===== src/rtl/ipm_red_unmask.sv =====
// Recovers S from a v-share IPM-RED encoding one share per cycle and checks T == S^3.
// Result is held in DONE until the consumer takes it. A mismatch gives fault=1 and S=0x00.
module ipm_red_unmask #(
  parameter int V = 3
) (
  input  logic           clk,
  input  logic           rst,
  input  logic           in_valid,
  output logic           in_ready,
  input  logic [V*8-1:0] R,
  input  logic [V*8-1:0] L1,
  input  logic [V*8-1:0] L2,
  output logic           out_valid,
  input  logic           out_ready,
  output logic [7:0]     S,
  output logic           fault
);

  localparam int IW = $clog2(V);

  typedef enum logic [1:0] {IDLE, ACC, CHECK, DONE} state_t;

  state_t        state_q, state_d;
  logic [7:0]    r_q  [V];
  logic [7:0]    r_d  [V];
  logic [7:0]    l1_q [V];
  logic [7:0]    l1_d [V];
  logic [7:0]    l2_q [V];
  logic [7:0]    l2_d [V];
  logic [7:0]    acc1_q, acc1_d;
  logic [7:0]    acc2_q, acc2_d;
  logic [IW-1:0] idx_q, idx_d;
  logic [7:0]    s_q, s_d;
  logic          fault_q, fault_d;
  logic          out_valid_q, out_valid_d;
  logic          ok;

  function automatic logic [7:0] gmul8(input logic [7:0] a, input logic [7:0] b);
    logic [7:0] p;
    logic [7:0] x;
    p = 8'h00;
    x = a;
    for (int i = 0; i < 8; i++) begin
      if (b[i]) p = p ^ x;
      x = {x[6:0], 1'b0} ^ (x[7] ? 8'h1B : 8'h00);
    end
    return p;
  endfunction

  function automatic logic [7:0] cube8(input logic [7:0] a);
    return gmul8(gmul8(a, a), a);
  endfunction

  assign in_ready  = (state_q == IDLE);
  assign out_valid = out_valid_q;
  assign S         = s_q;
  assign fault     = fault_q;

  always_comb begin
    state_d     = state_q;
    r_d         = r_q;
    l1_d        = l1_q;
    l2_d        = l2_q;
    acc1_d      = acc1_q;
    acc2_d      = acc2_q;
    idx_d       = idx_q;
    s_d         = s_q;
    fault_d     = fault_q;
    out_valid_d = out_valid_q;
    ok          = 1'b0;
    case (state_q)
      IDLE: begin
        if (in_valid) begin
          for (int j = 0; j < V; j++) begin
            r_d[j]  = R[j*8 +: 8];
            l1_d[j] = L1[j*8 +: 8];
            l2_d[j] = L2[j*8 +: 8];
          end
          acc1_d  = R[7:0];
          acc2_d  = R[15:8];
          idx_d   = IW'(2);
          state_d = ACC;
        end
      end
      ACC: begin
        acc1_d = acc1_q ^ gmul8(l1_q[idx_q], r_q[idx_q]);
        acc2_d = acc2_q ^ gmul8(l2_q[idx_q], r_q[idx_q]);
        idx_d  = idx_q + IW'(1);
        if (idx_q == IW'(V-1)) state_d = CHECK;
      end
      CHECK: begin
        ok      = (cube8(acc1_q) == acc2_q);
        s_d     = ok ? acc1_q : 8'h00;
        fault_d = !ok;
        state_d = DONE;
      end
      DONE: begin
        out_valid_d = 1'b1;
        // Handshake wipes every register that ever saw share or secret material.
        if (out_valid_q && out_ready) begin
          out_valid_d = 1'b0;
          s_d         = 8'h00;
          fault_d     = 1'b0;
          acc1_d      = 8'h00;
          acc2_d      = 8'h00;
          idx_d       = '0;
          for (int j = 0; j < V; j++) begin
            r_d[j]  = 8'h00;
            l1_d[j] = 8'h00;
            l2_d[j] = 8'h00;
          end
          state_d = IDLE;
        end
      end
      default: state_d = IDLE;
    endcase
  end

  always_ff @(posedge clk) begin
    if (rst) begin
      state_q     <= IDLE;
      acc1_q      <= 8'h00;
      acc2_q      <= 8'h00;
      idx_q       <= '0;
      s_q         <= 8'h00;
      fault_q     <= 1'b0;
      out_valid_q <= 1'b0;
      for (int j = 0; j < V; j++) begin
        r_q[j]  <= 8'h00;
        l1_q[j] <= 8'h00;
        l2_q[j] <= 8'h00;
      end
    end else begin
      state_q     <= state_d;
      acc1_q      <= acc1_d;
      acc2_q      <= acc2_d;
      idx_q       <= idx_d;
      s_q         <= s_d;
      fault_q     <= fault_d;
      out_valid_q <= out_valid_d;
      r_q         <= r_d;
      l1_q        <= l1_d;
      l2_q        <= l2_d;
    end
  end

endmodule


===== config.mk =====
export PLATFORM = sky130hd
export DESIGN_NAME = ipm_red_unmask
export DESIGN_NICKNAME = d
export VERILOG_FILES = /design/src/rtl/ipm_red_unmask.sv
export SDC_FILE = /design/constraint.sdc
export NUM_CORES = 1
export LEC_CHECK = 0
export CAP_MARGIN = 10
export CORE_MARGIN = 3
export CORE_UTILIZATION = 64
export CTS_CLUSTER_SIZE = 28
export DETAILED_ROUTE_END_ITERATION = 8
export GPL_TIMING_DRIVEN = 0
export PLACE_DENSITY = 0.94
export SYNTH_ARGS = -nofsm -noshare
export SYNTH_HDL_FRONTEND = slang
export SYNTH_SLANG_ARGS = --single-unit
export TNS_END_PERCENT = 1

===== constraint.sdc =====
create_clock -name clk -period 10.3 [get_ports clk]
set_input_delay 2.06 -clock clk [delete_from_list [all_inputs] [get_ports clk]]
set_output_delay 2.06 -clock clk [all_outputs]
set_load 0.005 [all_outputs]

==> reports/metrics.csv <==
metric,value,unit
Slew Limit Fails,0,
Post-CTS Resized,0,
startpoint types,flip-flop,
crit path from,idx_q[1],
vias in the first global route,9351,
TritonCTS buffer count,9,
Fillers,1045,
area of the core,0.0148,mm^2
Synth area leaders,"dfxtp_1, xnor2_1, nor3b_1, nand2_1, a21oi_1",
reg2reg start,idx_q[1],
1st-iter DRT viols,1159,
Area Growth Syn to Fin,14.1,%
final period utilization,42.5,%
worst clock skew,0.0158,ns
status,finished clean,
multi-input logic area,0.00723,mm^2
Synth Instances,1253,
Yosys top cell by area,dfxtp_1,
Max-cap violations,0,
share of layout cells above drive strength 1,7.53,%
post-synth top area share,20.9,%
fraction of registers with async set or reset after synthesis,0,%
critical path class,reg -> reg,
die width,130,um
Max Fclk,0.228,GHz
Mapped Area,0.00979,mm^2
Final Hold Vio Count,0,
Clock Latency Late Sink,0.36,ns
Seq. cell area,0.00204,mm^2
Yosys warning count,0,
number of enable flip-flop cells after synthesis,0,
nets,1431,
syn nets,1335,
Die H,130,um
CTS Buffer Depth,2,
DRT Wirelength,28.7,mm
DRC,0,
Vias,9469,
post-route setup TNS,0,ns
nature of the critical path endpoint,flip-flop,
diode count,0,
pin count of the biggest net entering global routing,21,
register area share after synthesis,20.9,%
postcts setup bufs,0,
Vias/cell,6.16,
Initial Util,66.4,%
measured slew at the worst slew-check pin,1.03,ns
worst path required time,10.51,ns
Tot GR Track Use,33.9,%
fin crit period,4.38,ns
Detail Route Antenna Nets,0,
RSZ-0062 raised after global routing,false,
final setup vio count,0,
max_slew headroom,31.4,%
global-route wire length before repair,45.7,mm
Unique masters post-synth,73,
Port Buffers,85,
clock tree sinks,102,
Worst Path Arrival,4.59,ns
RePlAce Congestion,0.996,
#FFs+latches synth,102,
io pins,87,
num rows,44,
HP Start,S[7],
CTS tree,built,
TritonRoute pass-1 iters,5,
hpwl dp,21.7,mm
Critical Path Fanout Max,10,
Worst-path clk slew,0.08,ns
H-tree depth,3,
min-delay worst type,reg -> reg,
Synth Flop Type,dfxtp_1,
GRT Residual Overflow,0,
wire per inst,18.7,um
Die Area,0.0168,mm^2
clock root buffer master,clkbuf_16,
cts hold-fix bufs,0,
initial antenna violation count,0,
Post-Syn Area per Cell,7.82,um^2
[area by class of cell]
type                    count  share of cell area, %
flip-flops and latches    102                   18.3
plain buffers              97                   4.09
repair buffers             85                   7.61
multi-input cells        1038                   64.7
clock inverters             7                  0.705
clock buffers               9                   2.01
well taps                 184                   2.06
inverters                  16                  0.537
[final timing paths]
check              end  slack, ns  cells after the start
max reg2reg  acc2_q[0]       5.92                     12
min               S[7]       0.46                      2
min reg2reg       S[7]       0.46                      2
max          acc2_q[0]       5.92                     12
[cells by family after synthesis]
group,share of synthesized area (%)
muxes,4.57
buffers and inverters,5.28
and+or+nand+nor,23.8
AOI/OAI and AO/OA,16.1
xor gates and xnor gates,28.7
adders and majority gates,0.767
DFF,20.9
[registers in the layout, summed over array words and instances, names as in the netlist]
name / count
idx_q: 2
S: 8
acc2_q: 8
state_q: 2
out_valid: 1
l1_q: 24
fault: 1
l2_q: 24
acc1_q: 8
r_q: 24
[metal layers]
metal	GRT usage, %	share of wire (%)	up-vias
met3	6.47	8.7	130
li1	-	-	4408
met4	21.0	6.5	0
met1	39.3	38	4362
met2	57.7	47	569
met5	0	0	-
[cell usage in the layout, fill, tap and decap left out, types with 3 or more instances in the layout]
master	instances
dfxtp_1	102
buf_1	3
xnor2_2	12
nor3_1	25
o21ai_2	3
xnor3_1	8
clkbuf_1	67
nor2_1	127
clkbuf_16	9
xor3_1	3
a21o_1	8
nor2b_1	8
a21boi_0	3
nand3_1	15
inv_1	13
mux2i_1	41
nor3b_1	91
xor2_2	5
buf_4	6
xnor2_1	185
ha_1	6
nand2_1	165
nand2b_1	13
xnor2_4	4
a211oi_1	20
o21ai_1	11
and2_1	4
a221o_1	3
o211ai_1	7
o22ai_1	9
clkdlybuf4s50_1	85
a21oi_1	112
a22oi_1	7
a211o_1	3
o21ai_0	32
and3_1	4
xor2_1	54
buf_6	7
o31ai_2	8
buf_2	14
[critical path, stage by stage (launching register included)]
cell and delay (ns):
dfxtp_1 0.35, clkbuf_1 0.30, clkbuf_1 0.33, clkbuf_1 0.32, o21ai_0 0.83, clkbuf_1 0.50
clkbuf_1 0.49, nand2_1 0.13, xnor2_1 0.32, xnor2_1 0.14, xnor2_1 0.14, a211oi_1 0.29
nor3_1 0.09
[metrics by stage]
step                      hold slack (ns)  area [um^2]  cells  utilization [%]  setup slack (ns)
after floorplan                     0.456         9790   1253                -              6.53
after global placement              0.442        10900   1522             73.7              5.82
after detailed placement            0.446        10900   1522             73.7              5.73
after CTS                           0.465        11200   1538             75.8              6.07
after global routing                0.494        11200   1538             75.8              5.78
final                               0.460        11200   1538             75.8              5.92
[synth_stat cells, types with 14 or more instances]
master    number
xnor2_1      185
nand2_1      165
nor2_1       127
a21oi_1      112
dfxtp_1      102
nor3b_1       91
clkbuf_1      67
xor2_1        54
mux2i_1       41
o21ai_0       32
nor3_1        25
a211oi_1      20
nand3_1       15
buf_2         14
Power is not shown: default switching activity piles up to over one toggle a cycle in this logic, so the estimate is an artifact.
